$ cat src/rtl/gc_xy_inj_seq.sv
// Joybus XY-injection transaction sequencer: forwards console commands to the
// controller, waits for the response (with timeout), patches stick X/Y, replies.
module gc_xy_inj_seq #(
  parameter int unsigned TIMEOUT_CYC = 2500
) (
  input  logic        clk,
  input  logic        rst_n,
  input  logic        console_cmd_done,
  input  logic [23:0] console_cmd,
  output logic        ctlr_tx_start,
  output logic [23:0] ctlr_tx_cmd,
  input  logic        ctlr_tx_busy,
  input  logic        ctlr_rsp_valid,
  input  logic [63:0] ctlr_rsp,
  input  logic [3:0]  ctlr_rsp_len,
  input  logic        inj_en,
  input  logic        inj_mode,
  input  logic [7:0]  inj_x,
  input  logic [7:0]  inj_y,
  output logic        cons_tx_start,
  output logic [63:0] cons_tx_data,
  output logic [3:0]  cons_tx_len,
  input  logic        cons_tx_busy,
  output logic        busy,
  output logic        timeout_err,
  output logic        cmd_dropped
);

  localparam int unsigned CW = (TIMEOUT_CYC > 1) ? $clog2(TIMEOUT_CYC) : 1;
  localparam logic [CW-1:0] CNT_LAST = CW'(TIMEOUT_CYC - 1);

  typedef enum logic [2:0] {
    S_IDLE, S_FWD, S_TX_WAIT, S_RSP_WAIT, S_PATCH, S_REPLY, S_RPL_WAIT
  } state_t;

  state_t        r_state;
  logic [CW-1:0] r_cnt;
  logic [63:0]   r_rsp;
  logic [3:0]    r_len;

  logic          w_inj;
  logic [7:0]    w_x;
  logic [7:0]    w_y;
  logic [63:0]   w_patched;

  // Stick byte plus signed offset, clamped to the unsigned byte range.
  function automatic logic [7:0] sat_add(input logic [7:0] base, input logic [7:0] off);
    logic [9:0] sum;
    sum = {2'b00, base} + {{2{off[7]}}, off};
    if (sum[9])      return '0;
    else if (sum[8]) return '1;
    else             return sum[7:0];
  endfunction

  always_comb begin
    w_inj     = inj_en && (ctlr_tx_cmd[23:16] == 8'h40) && (r_len == 4'd8);
    w_x       = inj_mode ? sat_add(r_rsp[47:40], inj_x) : inj_x;
    w_y       = inj_mode ? sat_add(r_rsp[39:32], inj_y) : inj_y;
    w_patched = w_inj ? {r_rsp[63:48], w_x, w_y, r_rsp[31:0]} : r_rsp;
  end

  always_ff @(posedge clk or negedge rst_n) begin
    if (!rst_n) begin
      r_state       <= S_IDLE;
      r_cnt         <= '0;
      r_rsp         <= '0;
      r_len         <= '0;
      ctlr_tx_start <= 1'b0;
      ctlr_tx_cmd   <= '0;
      cons_tx_start <= 1'b0;
      cons_tx_data  <= '0;
      cons_tx_len   <= '0;
      busy          <= 1'b0;
      timeout_err   <= 1'b0;
      cmd_dropped   <= 1'b0;
    end else begin
      ctlr_tx_start <= 1'b0;
      cons_tx_start <= 1'b0;
      timeout_err   <= 1'b0;
      cmd_dropped   <= console_cmd_done && (r_state != S_IDLE);

      case (r_state)
        S_IDLE: begin
          if (console_cmd_done) begin
            ctlr_tx_cmd   <= console_cmd;
            ctlr_tx_start <= 1'b1;
            busy          <= 1'b1;
            r_state       <= S_FWD;
          end
        end
        S_FWD: r_state <= S_TX_WAIT;
        S_TX_WAIT: begin
          if (!ctlr_tx_busy) begin
            r_cnt   <= '0;
            r_state <= S_RSP_WAIT;
          end
        end
        S_RSP_WAIT: begin
          // A response in the final counted cycle still takes priority.
          if (ctlr_rsp_valid) begin
            r_rsp   <= ctlr_rsp;
            r_len   <= ctlr_rsp_len;
            r_state <= S_PATCH;
          end else if (r_cnt == CNT_LAST) begin
            timeout_err <= 1'b1;
            busy        <= 1'b0;
            r_state     <= S_IDLE;
          end else begin
            r_cnt <= r_cnt + CW'(1);
          end
        end
        S_PATCH: begin
          cons_tx_data  <= w_patched;
          cons_tx_len   <= r_len;
          cons_tx_start <= 1'b1;
          r_state       <= S_REPLY;
        end
        S_REPLY: r_state <= S_RPL_WAIT;
        S_RPL_WAIT: begin
          if (!cons_tx_busy) begin
            busy    <= 1'b0;
            r_state <= S_IDLE;
          end
        end
        default: begin
          busy    <= 1'b0;
          r_state <= S_IDLE;
        end
      endcase
    end
  end

endmodule

$ cat config.mk
export PLATFORM = sky130hd
export DESIGN_NAME = gc_xy_inj_seq
export DESIGN_NICKNAME = d
export VERILOG_FILES = /design/src/rtl/gc_xy_inj_seq.sv
export SDC_FILE = /design/constraint.sdc
export NUM_CORES = 1
export LEC_CHECK = 0
export BUFFER_PORTS_ARGS = -buffer_cell sky130_fd_sc_hd__buf_2
export CAP_MARGIN = 20
export CORE_ASPECT_RATIO = 0.6
export CORE_UTILIZATION = 48
export CTS_CLUSTER_SIZE = 25
export DETAILED_ROUTE_END_ITERATION = 12
export PLACE_DENSITY = 0.76
export SLEW_MARGIN = 20
export SYNTH_ARGS = -nofsm -noshare
export SYNTH_HDL_FRONTEND = slang
export SYNTH_SLANG_ARGS = --single-unit
$ cat constraint.sdc
create_clock -name clk -period 2.63 [get_ports clk]
set_clock_uncertainty 0.1 [all_clocks]
set_input_delay 0.263 -clock clk [delete_from_list [all_inputs] [get_ports clk]]
set_output_delay 0.263 -clock clk [all_outputs]
set_load 0.05 [all_outputs]
* Yosys cells after proc, flatten, opt, wreduce, memory -nomap -nowiden *
Index checks and enable logic that the tools add are counted.

word-level totals
  bits in registers = 180
  input port bits = 116
  output and inout bits = 97
  logic and storage cells = 72

cells by class
  add/subtract/negate cells = 3
  eq/ne operators = 16
  multiplexer cells = 28
  bitwise logic cells = 1
  reduce and logical (&&, ||, !) cells = 12

operators by type and width
  kind                     count
  $mux W48                 1
  $mux W8                  6
  $mux W12                 3
  $pmux W12 S2             1
  $pmux W3 S7              1
  $add A9 B8 Y10           2
  $mux W3                  5
  $add A12 B1 Y12 const B  1
  $eq A12 B12 Y1 const B   1
  $ne A2 B2 Y1 const B     6
  $mux W1                  10
  $eq A3 B3 Y1 const B     3
  $eq A8 B7 Y1 const B     1
  $reduce_and A4 Y1        2
  $eq A3 B2 Y1 const B     2
  $reduce_and A5 Y1        1
  $eq A4 B4 Y1 const B     1
  $pmux W1 S4              1
  $reduce_and A2 Y1        2
  $reduce_or A4 Y1         1
  $eq A3 B1 Y1 const B     1
  $logic_and A1 B1 Y1      3
  $logic_not A3 Y1         1
  $ne A3 B3 Y1 const B     1
  other kinds (3)          3

* Longest topological paths before layout *
Gate-level depths: netlist of the first run.

  depth after elaboration = 5
  mapped depth = 9
  depth with buffers taken out = 7

* Least setup slack after synthesis of the first run *
Ideal clock, no wire load.

  path kind = flip-flop to flip-flop
  start = register r_rsp[32]
  end = register cons_tx_data[32]
  setup time = 0.077 ns
  arrival = 2.482 ns
  data required time = 2.453 ns
  slack = -0.028 ns
  cell stages (with the launch flop) = 8
  buffers on the path = 0
  clock period less this slack = 2.658 ns
  cells stage by stage = dfrtp_1 ha_1 fa_1 a21o_1 a221o_1 o31ai_1 mux2_2 o21ai_1

between the ends
  longest elaborated chain between the ends = 5

RTL lines
  what                    RTL line  RTL
  from (decl)             38        logic [63:0] r_rsp;
  from (signal assigned)  101       r_rsp <= ctlr_rsp;
  $add A9 B8 Y10          49        sum = {2'b00, base} + {{2{off[7]}}, off};
  $mux W8                 51        else if (sum[8]) return '1;
  $mux W8                 50        if (sum[9]) return '0;
  $mux W8                 58        w_y = inj_mode ? sat_add(r_rsp[39:32], inj_y) : inj_y;
  $mux W48 *              59        w_patched = w_inj ? {r_rsp[63:48], w_x, w_y, r_rsp[31:0]} : r_rsp;
  to (signal assigned)    113       cons_tx_data <= w_patched;
  to (decl)               21        output logic [63:0] cons_tx_data,

Mark *: on every way between the ends. The rest lies on a longest branch, timed or not.
A chain may end at the register's enable or synchronous reset.

* Final worst setup path of the first run *
  start = register ctlr_tx_cmd[19]
  end = register cons_tx_data[37]

between the ends
  longest elaborated chain between the ends = 4

RTL lines
  what                               RTL line  RTL
  from (decl)                        11        output logic [23:0] ctlr_tx_cmd,
  from (signal assigned)             85        ctlr_tx_cmd <= console_cmd;
  $eq A8 B7 Y1                       56        w_inj = inj_en && (ctlr_tx_cmd[23:16] == 8'h40) && (r_len == 4'd8);
  $logic_and A1 B1 Y1 (2 in series)  56
  $mux W48                           59

Every way passes these cells.

==> impl_metrics.toml, run 1 <==
[critical_path]
worstPathArrival_ps = 2770
setup.worst_path.end_class = "flip-flop"
timing.rr.end = "cons_tx_data[37]$_DFFE_PN0P_"
path_depth = 6
r2r-start = "ctlr_tx_cmd[19]$_DFFE_PN0P_"
endpoint = "cons_tx_data[37]$_DFFE_PN0P_"
crit_path_top_delay_cell = "or4_4"
path_max_fanout = 13
cp.required_ps = 2870
rrSetupSlack_ps = 100
cp_num_buf_inv = 1
path_cells = "or4_4 > or4_4 > buf_4 > nor4_4 > a211oi_2 > a22oi_2"
cpPeakStageDelay_ps = 630
crit_top_cell = "or4_4"
startpoint_type = "flip-flop"
timing.critical_path.max_delay_family = "simple AND/OR/NAND/NOR gates"
cp-startpoint = "ctlr_tx_cmd[19]$_DFFE_PN0P_"
critPathKind = "reg2reg"
rr_worst_depth = 6

[yosys]
synth.area.mux_share = 0.133
ys_seq_elements = 180
syn_nets = 909
synth-xor-area-share = 0.0227
async_flop_share = 1.00
syn-instance-count = 772
yosysWarningCount = 0
synth-simple-area-share = 0.162
synth-compound-area-share = 0.0952
synthFlopType = "dfrtp_1"
synth-edff-count = 0
synthAdderAreaFrac = 0.0327
netlist_area_mm2 = 0.00850
synth.avg_cell_area_um2 = 11.0
yosysSeqAreaShare = 0.530
synth_top_family_by_area = "simple AND/OR/NAND/NOR gates"
ys_types = 60

[detailed_routing]
drt_iter0_markers = 456
drt-wirelength-per-cell_um = 18.4
postRouteAntennaNets = 0
dr.pass1.iters = 8
via_count = 7265
viasPerCell = 5.46
wirelength_um = 24500
drc = 0

[global_routing]
grt_pass1_wl_um = 39500
antenna_found_initial = 2
track_usage = 0.279
grt_overflow = 0
grt_max_degree = 72
grt_pass1_vias = 7389

[cts]
numCtsBuffers = 17
clk_latency_ps = 430
clock_sinks = 180
path_clk_slew_ps = 70
cts_tree = "done"
clockBufferDepth = 2
cts_root_buf = "clkbuf_16"
cts.htree.levels = 4

[final_layout]
syn2layout_area_growth_pct = 35.5
nFillCells = 1262
fin_util = 0.669
layout_common_cells = "buf_2, nand2_1, dfrtp_1"
layout_commonest_cell = "buf_2"
final_cells = 1331
fin_area_mm2 = 0.0115
nets = 1219
drive_gt1_frac = 0.363

[power]
p_per_area_mw_per_mm2 = 1260
leakagePower_nw = 5.63
ir_drop_uv = 1050
power.total_mw = 14.5

[run_status]
status = "finished, final reports clean"

[timing]
rsz0062_at_grt = "no"
setup_viol = 0
hold_ws_ps = 6.64
worst_slack_ps = 100
min_period_ps = 2530
post-route-period-util = 0.962
tns_ps = 0
max-slew-margin-rel = 0.615
slew_violations = 0
worstMarginPinSlew_ps = 572
fmax_mhz = 395
finalHoldViolations = 0

[job]
max-cap-violations = 0

[floorplanning]
dieHeight_um = 105
core_mm2 = 0.0172
die_x_um = 174
rows = 37
die-area_mm2 = 0.0183
num_io_pins = 213
initial_core_util = 0.494

[placed_design]
gp_congestion = 0.894
pre_cts_ws_ps = 47.5
post_dp_cell_area_mm2 = 0.00997
hpwl_um = 15700
dp.cells = 1203
port_buffers = 212

[hold_path]
hold_path_class = "in2reg"
power breakdown:
part	switching, mW	leakage, nW	internal [mW]	total [mW]
clock	1.18	0.274	1.29	2.47
sequential	0.928	2.23	4.01	4.94
combinational	4.67	3.13	2.46	7.13
cell type report:
type                    instances  area, µm²  share of cell area
well taps                     234        293              0.0254
inverters                      12       45.0             0.00391
diodes                          2       5.00            0.000435
clock buffers                  19        453              0.0393
multi-input cells             543       3850               0.334
clock inverters                13        120              0.0104
repair buffers                328       2250               0.195
flip-flops and latches        180       4500               0.391
cell usage after synthesis, drive strengths merged (7+ instances only):
cell type / number / area share
o211ai: 9 / 0.0079
o22ai: 20 / 0.015
mux2: 97 / 0.13
nor3: 7 / 0.0041
nand2: 184 / 0.081
xor2: 15 / 0.015
ha: 19 / 0.028
buf: 14 / 0.0094
clkbuf: 23 / 0.010
a22oi: 9 / 0.0091
and3: 14 / 0.011
nor2: 38 / 0.017
dfrtp: 180 / 0.53
a21oi: 13 / 0.0077
o21ai: 13 / 0.0077
inv: 12 / 0.0053
a211oi: 10 / 0.010
xnor2: 7 / 0.0072
nand3: 11 / 0.0065
cell families (layout without fill, tap and decap cells):
family,count (synthesis),after routing
flops,180,180
buf+inv,49,372
simple gates,292,292
other cells,0,2
xor+xnor,22,22
mux,101,101
compound gates,107,107
fa+ha+maj,21,21
state kept, by name (all words and copies together) (netlist names):
| signal | flops |
|---|---|
| busy | 1 |
| cmd_dropped | 1 |
| cons_tx_data | 64 |
| cons_tx_len | 4 |
| cons_tx_start | 1 |
| ctlr_tx_cmd | 24 |
| ctlr_tx_start | 1 |
| r_cnt | 12 |
| r_len | 4 |
| r_rsp | 64 |
| r_state | 3 |
| timeout_err | 1 |
worst min-delay path by stage:
| stage | from | endpoint | slack (ps) | cells past startpoint |
|---|---|---|---|---|
| after global placement | rst_n | r_rsp[32]$_DFFE_PN0P_ | 200 | 1 |
| after detailed placement | rst_n | r_rsp[32]$_DFFE_PN0P_ | 200 | 1 |
| after CTS | ctlr_rsp[37] | r_rsp[37]$_DFFE_PN0P_ | 7 | 2 |
| after floorplan | rst_n | busy$_DFFE_PN0P_ | -130 | 0 |
| after global routing | ctlr_rsp[32] | r_rsp[32]$_DFFE_PN0P_ | 10 | 2 |
| final | ctlr_rsp[32] | r_rsp[32]$_DFFE_PN0P_ | 7 | 2 |
what timing repair did:
item | 4_1_cts | 5_1_grt
setup buffers | 0 | 2
endpoints found under the setup margin | 0 | 12
endpoints found under the hold margin | 152 | 0
hold buffers | 92 | 0
resized for setup | 0 | 6
layer usage:
| metal | GRT usage | share of wire | vias up |
|---|---|---|---|
| met1 | 0.389 | 0.45 | 3557 |
| met5 | 0 | 0 | - |
| met4 | 0.0896 | 0.020 | 0 |
| met2 | 0.429 | 0.45 | 322 |
| li1 | - | - | 3343 |
| met3 | 0.0684 | 0.078 | 43 |
Note: power is estimated with default switching activity, not from simulation.
==> inputs of run 2 (changes only) <==
--- a/config.mk
+++ b/config.mk
@@ -5,6 +5,7 @@
 export SDC_FILE = /design/constraint.sdc
 export NUM_CORES = 1
 export LEC_CHECK = 0
+export ABC_AREA = 1
 export BUFFER_PORTS_ARGS = -buffer_cell sky130_fd_sc_hd__buf_2
 export CAP_MARGIN = 20
 export CORE_ASPECT_RATIO = 0.6
==> impl_metrics.toml, run 2 <==
[power]
internal-power_mw = 7.04
ir_drop_uv = 953
leakagePower_nw = 5.96
p_seq_frac = 0.334
power_frac_clock = 0.179
swShare = 0.486
p_per_area_mw_per_mm2 = 1220
comb_power_share = 0.487
p_sw_mw = 6.65

[timing]
post-route-period-util = 0.865
tns_ps = 0
hold_ws_ps = 17.0
slew_violations = 0
rsz0062_at_grt = "no"
setup_viol = 0
max-slew-margin-rel = 0.572
worstMarginPinSlew_ps = 642
fmax_mhz = 439
min_period_ps = 2280
finalHoldViolations = 0

[yosys]
synthAdderAreaFrac = 0.0327
async_flop_share = 1.00
synth_top_family_by_area = "simple AND/OR/NAND/NOR gates"
netlist_area_mm2 = 0.00848
synth-simple-area-share = 0.236
yosysSeqAreaShare = 0.531
ys_seq_elements = 180
synth_top_cell_by_area = "dfrtp_1"
yosysWarningCount = 0
synth_top_area_share = 0.531
synth-xor-area-share = 0.0165
synth_area_leaders = "dfrtp_1, nand2_1, inv_1, o21ai_1, o21ai_0"
synth.most_common_cell = "nand2_1"
synth-compound-area-share = 0.0988
synth.area.mux_share = 0
synthFlopType = "dfrtp_1"
synth-edff-count = 0
ys_types = 30
synth.avg_cell_area_um2 = 8.15
synth_common_cells = "nand2_1, dfrtp_1, inv_1"
syn-instance-count = 1041
syn_nets = 1178

[critical_path]
cp_num_buf_inv = 0
worstPathArrival_ps = 2470
crit_top_cell = "nand2_1"
startpoint_type = "flip-flop"
cpPeakStageDelay_ps = 430
crit_path_top_delay_cell = "fa_1"
timing.critical_path.max_delay_family = "simple AND/OR/NAND/NOR gates"
path_max_fanout = 8
path_cells = "ha_1 > fa_1 > nand3_1 > nand3_1 > nand2_1 > nand3_1 > nand2_1 > nand2_1 > nand3_1 > nand2_1 > nand2_1 > nand2_1"
cp.required_ps = 2830
setup.worst_path.end_class = "flip-flop"
critPathKind = "reg2reg"

[final_layout]
largestRegisters = "cons_tx_data (64), r_rsp (64), ctlr_tx_cmd (24)"
syn2layout_area_growth_pct = 32.0
nFillCells = 1444
nets = 1472
fin_util = 0.650
drive_gt1_frac = 0.199
diodes = 0
layout_common_cells = "nand2_1, buf_2, dfrtp_1"
layout_commonest_cell = "nand2_1"
fin_area_mm2 = 0.0112

[cts]
clock_sinks = 180
path_clk_slew_ps = 70
cts.htree.levels = 4
clk_latency_ps = 410
numCtsBuffers = 17
post_cts_resized = 0
cts_root_buf = "clkbuf_16"
clockBufferDepth = 2
cts_tree = "done"

[floorplanning]
rows = 37
dieHeight_um = 105
die-area_mm2 = 0.0182
die_x_um = 174
num_io_pins = 213
core_mm2 = 0.0172
initial_core_util = 0.493

[detailed_routing]
drc = 0
via_count = 7736
viasPerCell = 4.89
drt_iter0_markers = 540
wirelength_um = 21900
postRouteAntennaNets = 0
drt-wirelength-per-cell_um = 13.8
dr.pass1.iters = 5

[placed_design]
post_dp_cell_area_mm2 = 0.00971
hpwl_um = 14700
gp_congestion = 0.927
port_buffers = 212

[global_routing]
grt_overflow = 0
grt_max_degree = 60
grt_pass1_vias = 7316
antenna_found_initial = 0
grt_pass1_wl_um = 36400
track_usage = 0.247

[hold_path]
hold_path_class = "in2reg"

[job]
max-cap-violations = 0

[run_status]
status = "finished, final reports clean"
-- run 2: final timing paths --
kind | from | endpoint | slack (ps) | cells past startpoint
min in group asynchronous | rst_n | cons_tx_data[12]$_DFFE_PN0P_ | 270 | 2
worst min register to register | r_rsp[0]$_DFFE_PN0P_ | r_rsp[0]$_DFFE_PN0P_ | 370 | 2
worst max-delay path | r_rsp[40]$_DFFE_PN0P_ | cons_tx_data[40]$_DFFE_PN0P_ | 350 | 12
worst min-delay path | ctlr_rsp[3] | r_rsp[3]$_DFFE_PN0P_ | 20 | 3
max in group asynchronous | rst_n | r_rsp[18]$_DFFE_PN0P_ | 1370 | 3
worst max register to register | r_rsp[40]$_DFFE_PN0P_ | cons_tx_data[40]$_DFFE_PN0P_ | 350 | 12
-- run 2: per-stage QoR --
step / setup WS, ps / instances / total power, mW
floorplan: 641 / 1041 / 9.56
global placement: 418 / 1459 / 11.0
detailed placement: 374 / 1459 / 11.1
CTS: 365 / 1582 / 13.7
global route: 169 / 1582 / 14.6
finish: 354 / 1582 / 13.7
-- run 2: final cells by class --
class | count | area (µm²) | area share
inverter | 128 | 485 | 0.0434
tap | 234 | 293 | 0.0261
clock inverter | 14 | 135 | 0.0121
sequential | 180 | 4500 | 0.402
multi-input combinational | 694 | 3260 | 0.291
timing repair buffer | 314 | 2090 | 0.186
clock buffer | 18 | 439 | 0.0392
-- run 2: timing repair --
action	in CTS	in global routing
endpoints found under the hold margin	138	0
endpoints found under the setup margin	0	0
hold buffers	91	0
setup buffers	0	0
-- run 2: layer usage --
metal | global-route usage | vias to the layer above | part of all wire
li1 | - | 3856 | -
met2 | 0.378 | 281 | 0.43
met3 | 0.0437 | 15 | 0.065
met5 | 0 | - | 0
met4 | 0.0432 | 0 | 0.0054
met1 | 0.369 | 3584 | 0.50
-- run 2: logic make-up (layout without fill, tap and decap cells) --
family / after synthesis / after routing
xor gates and xnor gates: 16 / 16
and+or+nand+nor: 494 / 494
adders and majority gates: 21 / 21
buffers and inverters: 167 / 474
DFF: 180 / 180
AOI/OAI and AO/OA: 163 / 163
-- run 2: power groups by stage --
stage | Combinational, mW | Clock (mW) | Sequential [mW]
floorplan | 2.79 | 0 | 6.77
global placement | 6.42 | 0 | 4.55
detailed placement | 6.54 | 0 | 4.59
CTS | 6.65 | 2.51 | 4.56
global route | 7.29 | 2.62 | 4.71
finish | 6.67 | 2.45 | 4.58
-- run 2: tightest hold or removal path, delay by kind of cell --
kind            cells  cell delay (ps)
buf+inv             1               70
simple gates        1               60
compound gates      1               80
==> inputs of run 3 (changes only) <==
--- a/config.mk
+++ b/config.mk
@@ -6,13 +6,13 @@
 export NUM_CORES = 1
 export LEC_CHECK = 0
 export ABC_AREA = 1
-export BUFFER_PORTS_ARGS = -buffer_cell sky130_fd_sc_hd__buf_2
 export CAP_MARGIN = 20
 export CORE_ASPECT_RATIO = 0.6
-export CORE_UTILIZATION = 48
+export CORE_UTILIZATION = 57
 export CTS_CLUSTER_SIZE = 25
 export DETAILED_ROUTE_END_ITERATION = 12
-export PLACE_DENSITY = 0.76
+export DONT_BUFFER_PORTS = 1
+export PLACE_DENSITY = 0.75
 export SLEW_MARGIN = 20
 export SYNTH_ARGS = -nofsm -noshare
 export SYNTH_HDL_FRONTEND = slang
==> impl_metrics.toml, run 3 (same netlist as run 2, synthesis figures left out) <==
[detailed_routing]
dr.pass1.iters = 9
drc = 0
wirelength_um = 20900
postRouteAntennaNets = 0
drt-wirelength-per-cell_um = 15.5
drt_iter0_markers = 592
viasPerCell = 5.21
via_count = 7040

[run_status]
failed_checks = "hold timing"
status = "finished with violations"

[critical_path]
critPathKind = "reg2reg"
worstPathArrival_ps = 2540
startpoint_type = "flip-flop"
path_max_fanout = 8
cp.required_ps = 2840
setup.worst_path.end_class = "flip-flop"

[final_layout]
largestRegisters = "cons_tx_data (64), r_rsp (64), ctlr_tx_cmd (24)"
diodes = 0
syn2layout_area_growth_pct = 20.6
layout_commonest_cell = "nand2_1"
nets = 1276
layout_common_cells = "nand2_1, dfrtp_1, inv_1"
drive_gt1_frac = 0.0425
fin_area_mm2 = 0.0102

[power]
leakagePower_nw = 5.09
p_per_area_mw_per_mm2 = 1270
ir_drop_uv = 803

[placed_design]
hpwl_um = 13100
post_dp_cell_area_mm2 = 0.00856
port_buffers = 0
pre_cts_ws_ps = 334
gp_congestion = 0.893

[cts]
path_clk_slew_ps = 80
clk_latency_ps = 420
numCtsBuffers = 17
hold_buffers = 112
clockBufferDepth = 2
cts_tree = "done"
cts_root_buf = "clkbuf_16"
cts_setup_buffers = 0
cts.htree.levels = 4
clock_sinks = 180
post_cts_resized = 0

[timing]
max-slew-margin-rel = 0.523
rsz0062_at_grt = "no"
finalHoldViolations = 180
tns_ps = 0
worst_slack_ps = 304
hold_ws_ps = -557
worstMarginPinSlew_ps = 714
post-route-period-util = 0.884
min_period_ps = 2330
setup_viol = 0
fmax_mhz = 430
slew_violations = 0

[floorplanning]
rows = 34
initial_core_util = 0.585
core_mm2 = 0.0145
die_x_um = 160
die-area_mm2 = 0.0154
dieHeight_um = 96.5
num_io_pins = 213

[global_routing]
grt_max_degree = 181
grt_overflow = 0
use_met2 = 0.404
grt_pass1_vias = 6510
track_usage = 0.273
top_usage_layer = "met2"
grt_pass1_wl_um = 33100
antenna_found_initial = 0
use_met1 = 0.397
grt_util_met3 = 0.0773

[hold_path]
hold_path_class = "in2async"

[job]
max-cap-violations = 0
==> run 3: through the flow <==
stage	util	power, mW	cells
2_1_floorplan	-	9.56	1041
3_3_place_gp	0.590	10.3	1206
3_5_place_dp	0.590	10.4	1206
4_1_cts	0.705	12.9	1350
5_1_grt	0.705	13.8	1350
6_report	0.705	13.0	1350
==> run 3: report_power, final <==
group          total, mW  switching (mW)  internal (mW)
clock               2.38            1.14           1.24
combinational       3.60            2.27           1.33
sequential          6.97            3.06           3.92
total               13.0            6.47           6.49
==> run 3: path summary, 6_finish.rpt <==
check	slack, ps	depth (start not counted)	from	endpoint
worst max-delay path	300	12	r_rsp[40]$_DFFE_PN0P_	cons_tx_data[43]$_DFFE_PN0P_
worst min-delay path	-560	0	rst_n	r_rsp[12]$_DFFE_PN0P_
worst max register to register	300	12	r_rsp[40]$_DFFE_PN0P_	cons_tx_data[43]$_DFFE_PN0P_
worst min register to register	380	2	r_rsp[0]$_DFFE_PN0P_	r_rsp[0]$_DFFE_PN0P_
max in group asynchronous	2750	0	rst_n	r_rsp[59]$_DFFE_PN0P_
min in group clk	30	3	ctlr_tx_busy	r_state[0]$_DFFE_PN0P_
==> run 3: per-layer routing <==
layer | share of wire | wire length, µm
met5 | 0 | 0
met4 | 0.0054 | 113
met3 | 0.093 | 1950
met2 | 0.43 | 9040
met1 | 0.47 | 9800
==> run 3: worst max-delay path, stage by stage, from the launching register on <==
cell	delay, ps
dfrtp_1	400
ha_1	240
fa_1	430
nand3_1	110
nand3_1	130
nand2_1	110
nand3_1	70
nand2_1	260
nand2_1	90
nand3_1	90
nand2_1	80
nand2_1	70
nand2_1	50
==> run 3: final cells by class <==
class	instances	area, µm²
multi-input combinational	694	3260
tap	198	248
sequential	180	4500
clock inverter	13	113
inverter	128	485
clock buffer	19	433
fill	1124	4280
timing repair buffer	118	1190
